$ cat config.mk
export PLATFORM = sky130hd
export DESIGN_NAME = lane_output_monitor
export DESIGN_NICKNAME = d
export VERILOG_FILES = /design/src/rtl/lane_output_monitor.sv
export SDC_FILE = /design/constraint.sdc
export NUM_CORES = 1
export LEC_CHECK = 0
export BUFFER_PORTS_ARGS = -buffer_cell sky130_fd_sc_hd__buf_2
export CAP_MARGIN = 20
export CORE_ASPECT_RATIO = 0.7
export CORE_MARGIN = 2
export CORE_UTILIZATION = 40
export CTS_CLUSTER_SIZE = 28
export DETAILED_ROUTE_END_ITERATION = 6
export GPL_TIMING_DRIVEN = 0
export PLACE_DENSITY_LB_ADDON = 0.08
export SYNTH_ARGS = -nofsm -noshare
export SYNTH_HDL_FRONTEND = slang
export SYNTH_SLANG_ARGS = --single-unit
$ cat constraint.sdc
create_clock -name clk -period 2.04 [get_ports clk]
set_input_delay 0.102 -clock clk [delete_from_list [all_inputs] [get_ports clk]]
set_output_delay 0.102 -clock clk [all_outputs]
set_load 0.02 [all_outputs]
$ cat src/rtl/lane_output_monitor.sv
// ---------------------------------------------------------------------------
// lane_output_monitor
//
// Receiving end of the 8-bit laneOutput bus. Decodes four 2-bit lane fields,
// checks each lane's transitions and minimum dwell times, checks that the two
// axes never show GREEN/YELLOW together, and registers the bus to the lamp
// drivers. Any violation latches a fault and forces all lamps RED until a
// supervised recovery (fault_clr, then RECOVER_CYCLES consecutive all-RED
// input samples).
//
// Ports
//   clk         in   1  rising-edge clock
//   rst_n       in   1  asynchronous active-low reset
//   lane_in     in   8  lane i = bits[2i+1:2i]; 00 RED, 01 YELLOW, 10 GREEN, 11 FLASH
//   fault_clr   in   1  single-cycle request to leave FAULT
//   lamp_out    out  8  registered lamp drive, same encoding as lane_in
//   fault       out  1  high in FAULT and RECOVER
//   fault_code  out  3  0 none, 1 axis conflict, 2 illegal transition,
//                       3 green dwell short, 4 yellow dwell short
//   fault_lane  out  2  lane index of the first violation (0 for axis conflict)
// ---------------------------------------------------------------------------
module lane_output_monitor #(
    parameter int MIN_GREEN      = 16,
    parameter int MIN_YELLOW     = 4,
    parameter int RECOVER_CYCLES = 8,
    parameter int CNT_W          = 8
) (
    input  logic       clk,
    input  logic       rst_n,
    input  logic [7:0] lane_in,
    input  logic       fault_clr,
    output logic [7:0] lamp_out,
    output logic       fault,
    output logic [2:0] fault_code,
    output logic [1:0] fault_lane
);

    localparam logic [1:0] L_RED = 2'b00;
    localparam logic [1:0] L_YEL = 2'b01;
    localparam logic [1:0] L_GRN = 2'b10;
    localparam logic [1:0] L_FLS = 2'b11;

    localparam logic [2:0] C_NONE     = 3'd0;
    localparam logic [2:0] C_CONFLICT = 3'd1;
    localparam logic [2:0] C_ILLEGAL  = 3'd2;
    localparam logic [2:0] C_GREEN    = 3'd3;
    localparam logic [2:0] C_YELLOW   = 3'd4;

    localparam logic [CNT_W-1:0] CNT_MAX  = '1;
    localparam logic [CNT_W-1:0] MIN_G    = CNT_W'(MIN_GREEN);
    localparam logic [CNT_W-1:0] MIN_Y    = CNT_W'(MIN_YELLOW);
    localparam logic [CNT_W-1:0] REC_LAST = CNT_W'(RECOVER_CYCLES - 1);

    typedef enum logic [1:0] {ST_MONITOR, ST_FAULT, ST_RECOVER} state_t;

    state_t           state;
    logic [1:0]       prev  [4];
    logic [CNT_W-1:0] dwell [4];
    logic [CNT_W-1:0] rec_cnt;

    logic [1:0] cur [4];
    logic [3:0] illegal, green_short, yellow_short;
    logic       conflict;
    logic       viol;
    logic [2:0] viol_code;
    logic [1:0] viol_lane;

    // FLASH is deliberately not "active": only GREEN/YELLOW can conflict.
    function automatic logic is_go(input logic [1:0] v);
        return (v == L_GRN) || (v == L_YEL);
    endfunction

    function automatic logic is_legal(input logic [1:0] p, input logic [1:0] c);
        return (p == c) ||
               (p == L_RED && c == L_GRN) || (p == L_GRN && c == L_YEL) ||
               (p == L_YEL && c == L_RED) || (p == L_RED && c == L_FLS) ||
               (p == L_FLS && c == L_RED);
    endfunction

    // Descending scan so the lowest set index is the one that sticks.
    function automatic logic [1:0] first_set(input logic [3:0] v);
        logic [1:0] r;
        r = 2'd0;
        for (int i = 3; i >= 0; i--) begin
            if (v[i]) r = 2'(i);
        end
        return r;
    endfunction

    // NOTE: every always_comb output gets a default up front so no path can
    // leave a signal unassigned and infer a latch.
    always_comb begin
        illegal      = '0;
        green_short  = '0;
        yellow_short = '0;
        for (int i = 0; i < 4; i++) begin
            cur[i]          = lane_in[2*i +: 2];
            illegal[i]      = !is_legal(prev[i], cur[i]);
            green_short[i]  = (prev[i] == L_GRN) && (cur[i] == L_YEL) && (dwell[i] < MIN_G);
            yellow_short[i] = (prev[i] == L_YEL) && (cur[i] == L_RED) && (dwell[i] < MIN_Y);
        end
        conflict = (is_go(cur[0]) || is_go(cur[2])) && (is_go(cur[1]) || is_go(cur[3]));

        viol_code = C_NONE;
        viol_lane = 2'd0;
        if (conflict) begin
            viol_code = C_CONFLICT;
        end else if (|illegal) begin
            viol_code = C_ILLEGAL;
            viol_lane = first_set(illegal);
        end else if (|green_short) begin
            viol_code = C_GREEN;
            viol_lane = first_set(green_short);
        end else if (|yellow_short) begin
            viol_code = C_YELLOW;
            viol_lane = first_set(yellow_short);
        end
        viol = (viol_code != C_NONE);
    end

    // Per-lane history runs in every state so dwell is correct when
    // monitoring resumes after a recovery.
    // NOTE: the history arrays are only four entries each and feed the checks
    // directly, so they are reset like any other register rather than left
    // uninitialised like a RAM.
    always_ff @(posedge clk or negedge rst_n) begin
        if (!rst_n) begin
            for (int i = 0; i < 4; i++) begin
                prev[i]  <= L_RED;
                dwell[i] <= '0;
            end
        end else begin
            for (int i = 0; i < 4; i++) begin
                if (cur[i] != prev[i]) begin
                    prev[i]  <= cur[i];
                    dwell[i] <= CNT_W'(1);
                end else if (dwell[i] != CNT_MAX) begin
                    dwell[i] <= dwell[i] + CNT_W'(1);
                end
            end
        end
    end

    // NOTE: sequential state uses non-blocking assignments so every register
    // samples pre-edge values regardless of statement order.
    always_ff @(posedge clk or negedge rst_n) begin
        if (!rst_n) begin
            state      <= ST_MONITOR;
            lamp_out   <= 8'h00;
            fault      <= 1'b0;
            fault_code <= C_NONE;
            fault_lane <= 2'd0;
            rec_cnt    <= '0;
        end else begin
            case (state)
                ST_MONITOR: begin
                    if (viol) begin
                        state      <= ST_FAULT;
                        lamp_out   <= 8'h00;
                        fault      <= 1'b1;
                        fault_code <= viol_code;
                        fault_lane <= viol_lane;
                    end else begin
                        lamp_out <= lane_in;
                    end
                end
                ST_FAULT: begin
                    lamp_out <= 8'h00;
                    if (fault_clr) begin
                        state   <= ST_RECOVER;
                        rec_cnt <= '0;
                    end
                end
                ST_RECOVER: begin
                    lamp_out <= 8'h00;
                    if (lane_in == 8'h00) begin
                        if (rec_cnt == REC_LAST) begin
                            state      <= ST_MONITOR;
                            fault      <= 1'b0;
                            fault_code <= C_NONE;
                            fault_lane <= 2'd0;
                            rec_cnt    <= '0;
                        end else begin
                            rec_cnt <= rec_cnt + CNT_W'(1);
                        end
                    end else begin
                        rec_cnt <= '0;
                    end
                end
                default: state <= ST_MONITOR;
            endcase
        end
    end

endmodule

==> results.yml, run 1 <==
place:
  gp_congestion: 0.7916
  dpl.hpwl_um: 5506
  dp_slack_ns: -0.3380
  place_inst: 510
  io_buffer_count: 24
critical_path:
  reg2reg_depth: 8
  worstSetupStartpointType: "register"
  worstPathMaxFanout: 8
  path_cells: "and3b_2, o2bb2a_4, o311ai_4, buf_4, or4_4, nor2_4, buf_12, a22o_1"
  arrival_ns: 2.39
  crit_family: "simple AND/OR/NAND/NOR gates"
  crit_buf_inv: 2
  critPathMaxStageDelay_ns: 0.46
  crit_path_end_kind: "register"
  cp.depth: 8
  cp.required_ns: 2.30
  critical_path_class: "reg2reg"
  crit_slowest_cell: "or4_4"
synth:
  seq_area_frac_synth: 0.4382
  synth_cell_types: 60
  synth_area_per_cell_um2: 10.10
  synth_commonest_cells: "dfrtp_1 (64), nor2_1 (37), ha_1 (25), nand2_1 (24), inv_1 (15)"
  postSynth.asyncResetShare: 1.000
  yosysMostFrequentCell: "dfrtp_1"
  synth_edf_count: 0
  yosys_most_used_dff: "dfrtp_1"
  synth_cells: 362
  synth_nets: 398
  synth.top_cell.area_share: 0.4382
  synthTopCellsByArea: "dfrtp_1 (44%), ha_1 (8.6%), nor2_1 (3.8%)"
  synth_area_um2: 3655
  synth_top_cell_by_area: "dfrtp_1"
  ys_ff_latch: 64
  yosys_warnings: 0
die:
  num_rows: 29
  die_h_um: 83.98
  die_w_um: 118.3
  start_util: 0.4078
  num_io_pins: 25
  die_area_um2: 9930
  coreArea_um2: 8962
global_routing:
  grt_max_degree: 65
  met3_usage: 0.05260
  globalRouteTotalUtil: 0.1691
  first_global_vias: 2753
  overflow: 0
  grt_pass1_wl_um: 13430
  grt_use_met2: 0.2380
  use_met1: 0.2483
  antenna_found_initial: 0
  top_usage_layer: "met1"
hold_path:
  hold_path_class: "in2reg"
  whs_path_depth: 2
drt:
  avgViaCountPerCell: 5.117
  ant_nets: 0
  vias: 2763
  wl_per_cell_um: 14.39
  dr.first_iter.drc_count: 103
  drt_pass1_iterations: 4
  routed_wl_um: 7768
  drc: 0
pwr:
  power_density_nw_per_um2: 703.4
  vdd_drop_max_mv: 0.5400
  p_leak_nw: 2.051
  finalPower_mw: 3.175
clock_tree:
  clockRootBuffer: "clkbuf_16"
  clk_pin_slew_ns: 0.05
  cts_num_sinks: 64
  cts.path.max_buffers: 2
  cts_tree: "built"
  htreeDepth: 3
  cts-buffers-inserted: 9
  worstSkewPairLatency_ns: 0.32
sta:
  period_minus_slack_ns: 2.136
  fin_crit_sh: 1.047
  whs_ns: 0.05067
  finalMaxSlewViolations: 0
  max_slew_margin: 0.4566
  final-hold-violation-count: 0
  final.setup.tns_ns: -1.112
  worstMarginPinSlew_ns: 0.8150
  max_freq_mhz: 468.2
  setup_ws_ns: -0.09574
  setup_viol: 15
  rsz0062_at_grt: "true"
  skew_ns: 0.005183
flow_run:
  maxCapViolations: 0
outcome:
  status: "finished, violations left"
  violations: "setup timing"
finish:
  n_fill_cell: 857
  multi_input_area_um2: 2115
  stdcell_count: 540
  regArea_um2: 1605
  drive_above_1_share: 0.2428
  antennaDiodeCount: 0
  fin_nets: 450
  syn2layout_area_growth_pct: 23.52
[logic make-up after synthesis]
group           Yosys count  synth area share
xor+xnor                 27           0.06470
buf+inv                  26           0.02670
compound gates           58            0.1250
simple gates            150            0.2253
mux                      12           0.03458
fa+ha+maj                25           0.08559
flops                    64            0.4382
[what timing repair did]
item / in CTS / in global routing
endpoints found under the setup margin: 17 / 17
endpoints found under the hold margin: 64 / 0
resized for setup: 20 / 14
pin swaps: 9 / 8
hold buffers: 1 / 0
setup buffers: 13 / 3
[layer usage]
metal | part of all wire | wire (um)
met1 | 0.54 | 4203
met2 | 0.41 | 3158
met3 | 0.046 | 354
met4 | 0.0066 | 51
met5 | 0 | 0
[cell type report]
class | instances | area share
Clock buffer | 12 | 0.05460
Multi-Input combinational cell | 272 | 0.4684
Inverter | 15 | 0.01247
Timing Repair Buffer | 41 | 0.05876
Tap cell | 124 | 0.03437
Buffer | 11 | 0.009146
Sequential cell | 64 | 0.3556
Clock inverter | 1 | 0.006652
[where the power goes]
group | total (mW) | switching, mW | internal, mW
sequential | 1.36 | 0.0435 | 1.32
clock | 1.45 | 0.491 | 0.957
combinational | 0.368 | 0.211 | 0.157
total | 3.18 | 0.746 | 2.43
[flip-flops by register name (all words and copies together) (netlist names)]
signal / flops
fault_code: 3
fault_lane: 2
fault: 1
lamp_out: 8
prev: 8
state: 2
rec_cnt: 8
dwell: 32
[metrics by stage]
step,instance area [um2],utilization
floorplan,3667,-
global placement,3943,0.4399
detailed placement,3945,0.4402
CTS,4437,0.4950
global route,4514,0.5037
finish,4514,0.5037
[path summary, 6_finish.rpt]
check / start / endpoint / slack (ns)
max in group asynchronous: rst_n / prev[6]$_DFFE_PN0N_ / 1.04
worst min-delay path: lane_in[7] / prev[1]$_DFFE_PN0N_ / 0.05
worst min register to register: fault$_DFFE_PN0P_ / fault$_DFFE_PN0P_ / 0.47
worst max-delay path: prev[7]$_DFFE_PN0N_ / lamp_out[0]$_DFFE_PN0P_ / -0.1
worst max register to register: prev[7]$_DFFE_PN0N_ / lamp_out[0]$_DFFE_PN0P_ / -0.1
min in group asynchronous: rst_n / dwell[15]$_DFFE_PN0P_ / 0.41
[placed cells by master, fill, tap and decap left out, types with 12 or more instances in the layout]
cell type	n
clkbuf_1	12
nor3_1	13
nand3_1	14
buf_4	16
nor2_1	37
nand2_1	23
xor2_1	13
o21ai_0	12
buf_2	23
inv_1	15
dfrtp_1	61
ha_1	24
(Power assumes the default switching activity.)
==> inputs of run 2 (changes only) <==
--- a/config.mk
+++ b/config.mk
@@ -13,6 +13,7 @@
 export CTS_CLUSTER_SIZE = 28
 export DETAILED_ROUTE_END_ITERATION = 6
 export GPL_TIMING_DRIVEN = 0
+export HOLD_SLACK_MARGIN = 0.1
 export PLACE_DENSITY_LB_ADDON = 0.08
 export SYNTH_ARGS = -nofsm -noshare
 export SYNTH_HDL_FRONTEND = slang
==> results.yml, run 2 (synthesis results as in run 1) <==
place:
  gp_congestion: 0.7916
  io_buffer_count: 24
  place_inst: 510
  place_area_um2: 3945
  dpl.hpwl_um: 5506
sta:
  max_freq_mhz: 468.0
  whs_ns: 0.1084
  fin_crit_sh: 1.047
  setup_ws_ns: -0.09665
  period_minus_slack_ns: 2.137
  setup_viol: 14
  max_slew_margin: 0.4641
  worstMarginPinSlew_ns: 0.8039
  rsz0062_at_grt: "true"
  finalMaxSlewViolations: 0
  skew_ns: 0.005316
  final-hold-violation-count: 0
  final.setup.tns_ns: -1.120
outcome:
  violations: "setup timing"
  status: "finished, violations left"
pwr:
  p_leak_nw: 2.089
  power_density_nw_per_um2: 693.1
  p_clk_frac: 0.455
  vdd_drop_max_mv: 0.5424
  sequentialPowerShare: 0.426
  switching_share: 0.2351
  p_comb_frac: 0.120
  switching_power_mw: 0.7502
  p_int_mw: 2.441
finish:
  largest_reg_flops: 32
  final_cell_mix: "dfrtp_1 (61), nor2_1 (37), ha_1 (24), nand2_1 (23), buf_2 (23)"
  largest-register: "dwell"
  final_common_cell: "dfrtp_1"
  final_cell_area_um2: 4604
  syn2layout_area_growth_pct: 25.98
  fin_nets: 459
  antennaDiodeCount: 0
  stdcell_count: 549
  drive_above_1_share: 0.2376
die:
  num_io_pins: 25
  die_area_um2: 9930
  num_rows: 29
  coreArea_um2: 8962
  start_util: 0.4078
  die_w_um: 118.3
  die_h_um: 83.98
global_routing:
  grt_max_degree: 65
  overflow: 0
  grt_pass1_wl_um: 13620
  globalRouteTotalUtil: 0.1713
  antenna_found_initial: 0
  first_global_vias: 2780
clock_tree:
  clockRootBuffer: "clkbuf_16"
  htreeDepth: 3
  cts.path.max_buffers: 2
  cts-buffers-inserted: 9
  cts_tree: "built"
  worstSkewPairLatency_ns: 0.32
  clk_pin_slew_ns: 0.05
  cts_num_sinks: 64
critical_path:
  critical_path_class: "reg2reg"
  worstSetupStartpointType: "register"
  arrival_ns: 2.40
  r2r-start: "prev[7]$_DFFE_PN0N_"
  crit_slowest_cell: "or4_4"
  crit_path_end_kind: "register"
  cp.required_ns: 2.30
  path_cells: "and3b_2, o2bb2a_4, o311ai_4, buf_4, or4_4, nor2_4, buf_12, a22o_1"
  r2r_slack_ns: -0.1
  reg2reg_depth: 8
  rr_endpoint: "lamp_out[3]$_DFFE_PN0P_"
  critPathMaxStageDelay_ns: 0.46
  worstPathMaxFanout: 8
hold_path:
  min_to: "lamp_out[4]$_DFFE_PN0P_"
  whs_path_depth: 2
  worstHoldStart: "lane_in[4]"
  hold_path_class: "in2reg"
drt:
  wl_per_cell_um: 14.34
  dr.first_iter.drc_count: 118
  ant_nets: 0
  drc: 0
  avgViaCountPerCell: 5.097
  drt_pass1_iterations: 4
  routed_wl_um: 7875
  vias: 2798
flow_run:
  maxCapViolations: 0
-- run 2: changes by cell type in the layout (fill, tap and decap cells not counted), sizes merged --
cell,delta
dlygate4sd3,+9
-- run 2: critical path: cells and delay by family, from the launching register on --
kind,cells,cell delay [ns]
AND/OR/NAND/NOR,3,0.84
AO/OA/AOI/OAI,3,0.47
buffers and inverters,2,0.31
flip-flops,1,0.45
-- run 2: cell type report --
type	instances	area, um2
Clock inverter	1	30.03
Fill cell	852	4358
Buffer	11	41.29
Tap cell	124	155.1
Inverter	15	56.30
Clock buffer	12	246.5
Multi-Input combinational cell	272	2115
Sequential cell	64	1605
Timing Repair Buffer	50	355.3
-- run 2: what timing repair did --
action,4_1_cts,5_1_grt
hold buffers,10,0
setup endpoints to repair,17,17
gates resized for setup,20,14
pin swaps,9,8
hold endpoints to repair,76,0
buffers inserted,13,3
-- run 2: how the worst max path moves through the flow --
stage | slack, ns | to | depth (start not counted) | start
final | -0.1 | lamp_out[3]$_DFFE_PN0P_ | 8 | prev[7]$_DFFE_PN0N_
after global routing | -0.17 | fault$_DFFE_PN0P_ | 5 | dwell[5]$_DFFE_PN0P_
after CTS | -0.09 | fault_code[0]$_DFFE_PN0P_ | 6 | dwell[21]$_DFFE_PN0P_
after detailed placement | -0.34 | lamp_out[7]$_DFFE_PN0P_ | 6 | prev[6]$_DFFE_PN0N_
after global placement | -0.31 | lamp_out[3]$_DFFE_PN0P_ | 6 | prev[6]$_DFFE_PN0N_
after floorplan | -0.03 | fault$_DFFE_PN0P_ | 6 | dwell[23]$_DFFE_PN0P_
-- run 2: power groups by stage --
stage / clock network (mW) / logic, mW / registers, mW
detailed placement: 0 / 0.321 / 1.38
CTS: 1.49 / 0.372 / 1.36
floorplan: 0 / 0.199 / 1.38
global route: 1.54 / 0.427 / 1.37
finish: 1.45 / 0.382 / 1.36
global placement: 0 / 0.319 / 1.37
-- run 2: through the flow --
step	util	worst slack, ns	power, mW
after floorplan	-	-0.02685	1.579
after global placement	0.4399	-0.3126	1.693
after detailed placement	0.4402	-0.3380	1.697
after CTS	0.5051	-0.08735	3.222
after global routing	0.5138	-0.1730	3.336
final	0.5138	-0.09665	3.191
-- run 2: metal layers --
layer  wire [um]  vias to the layer above  global-route usage
li1            -                     1419                   -
met1        4313                     1336              0.2535
met2        3164                       37              0.2396
met3         345                        6             0.05260
met4          51                        0             0.04710
met5           0                        -                   0
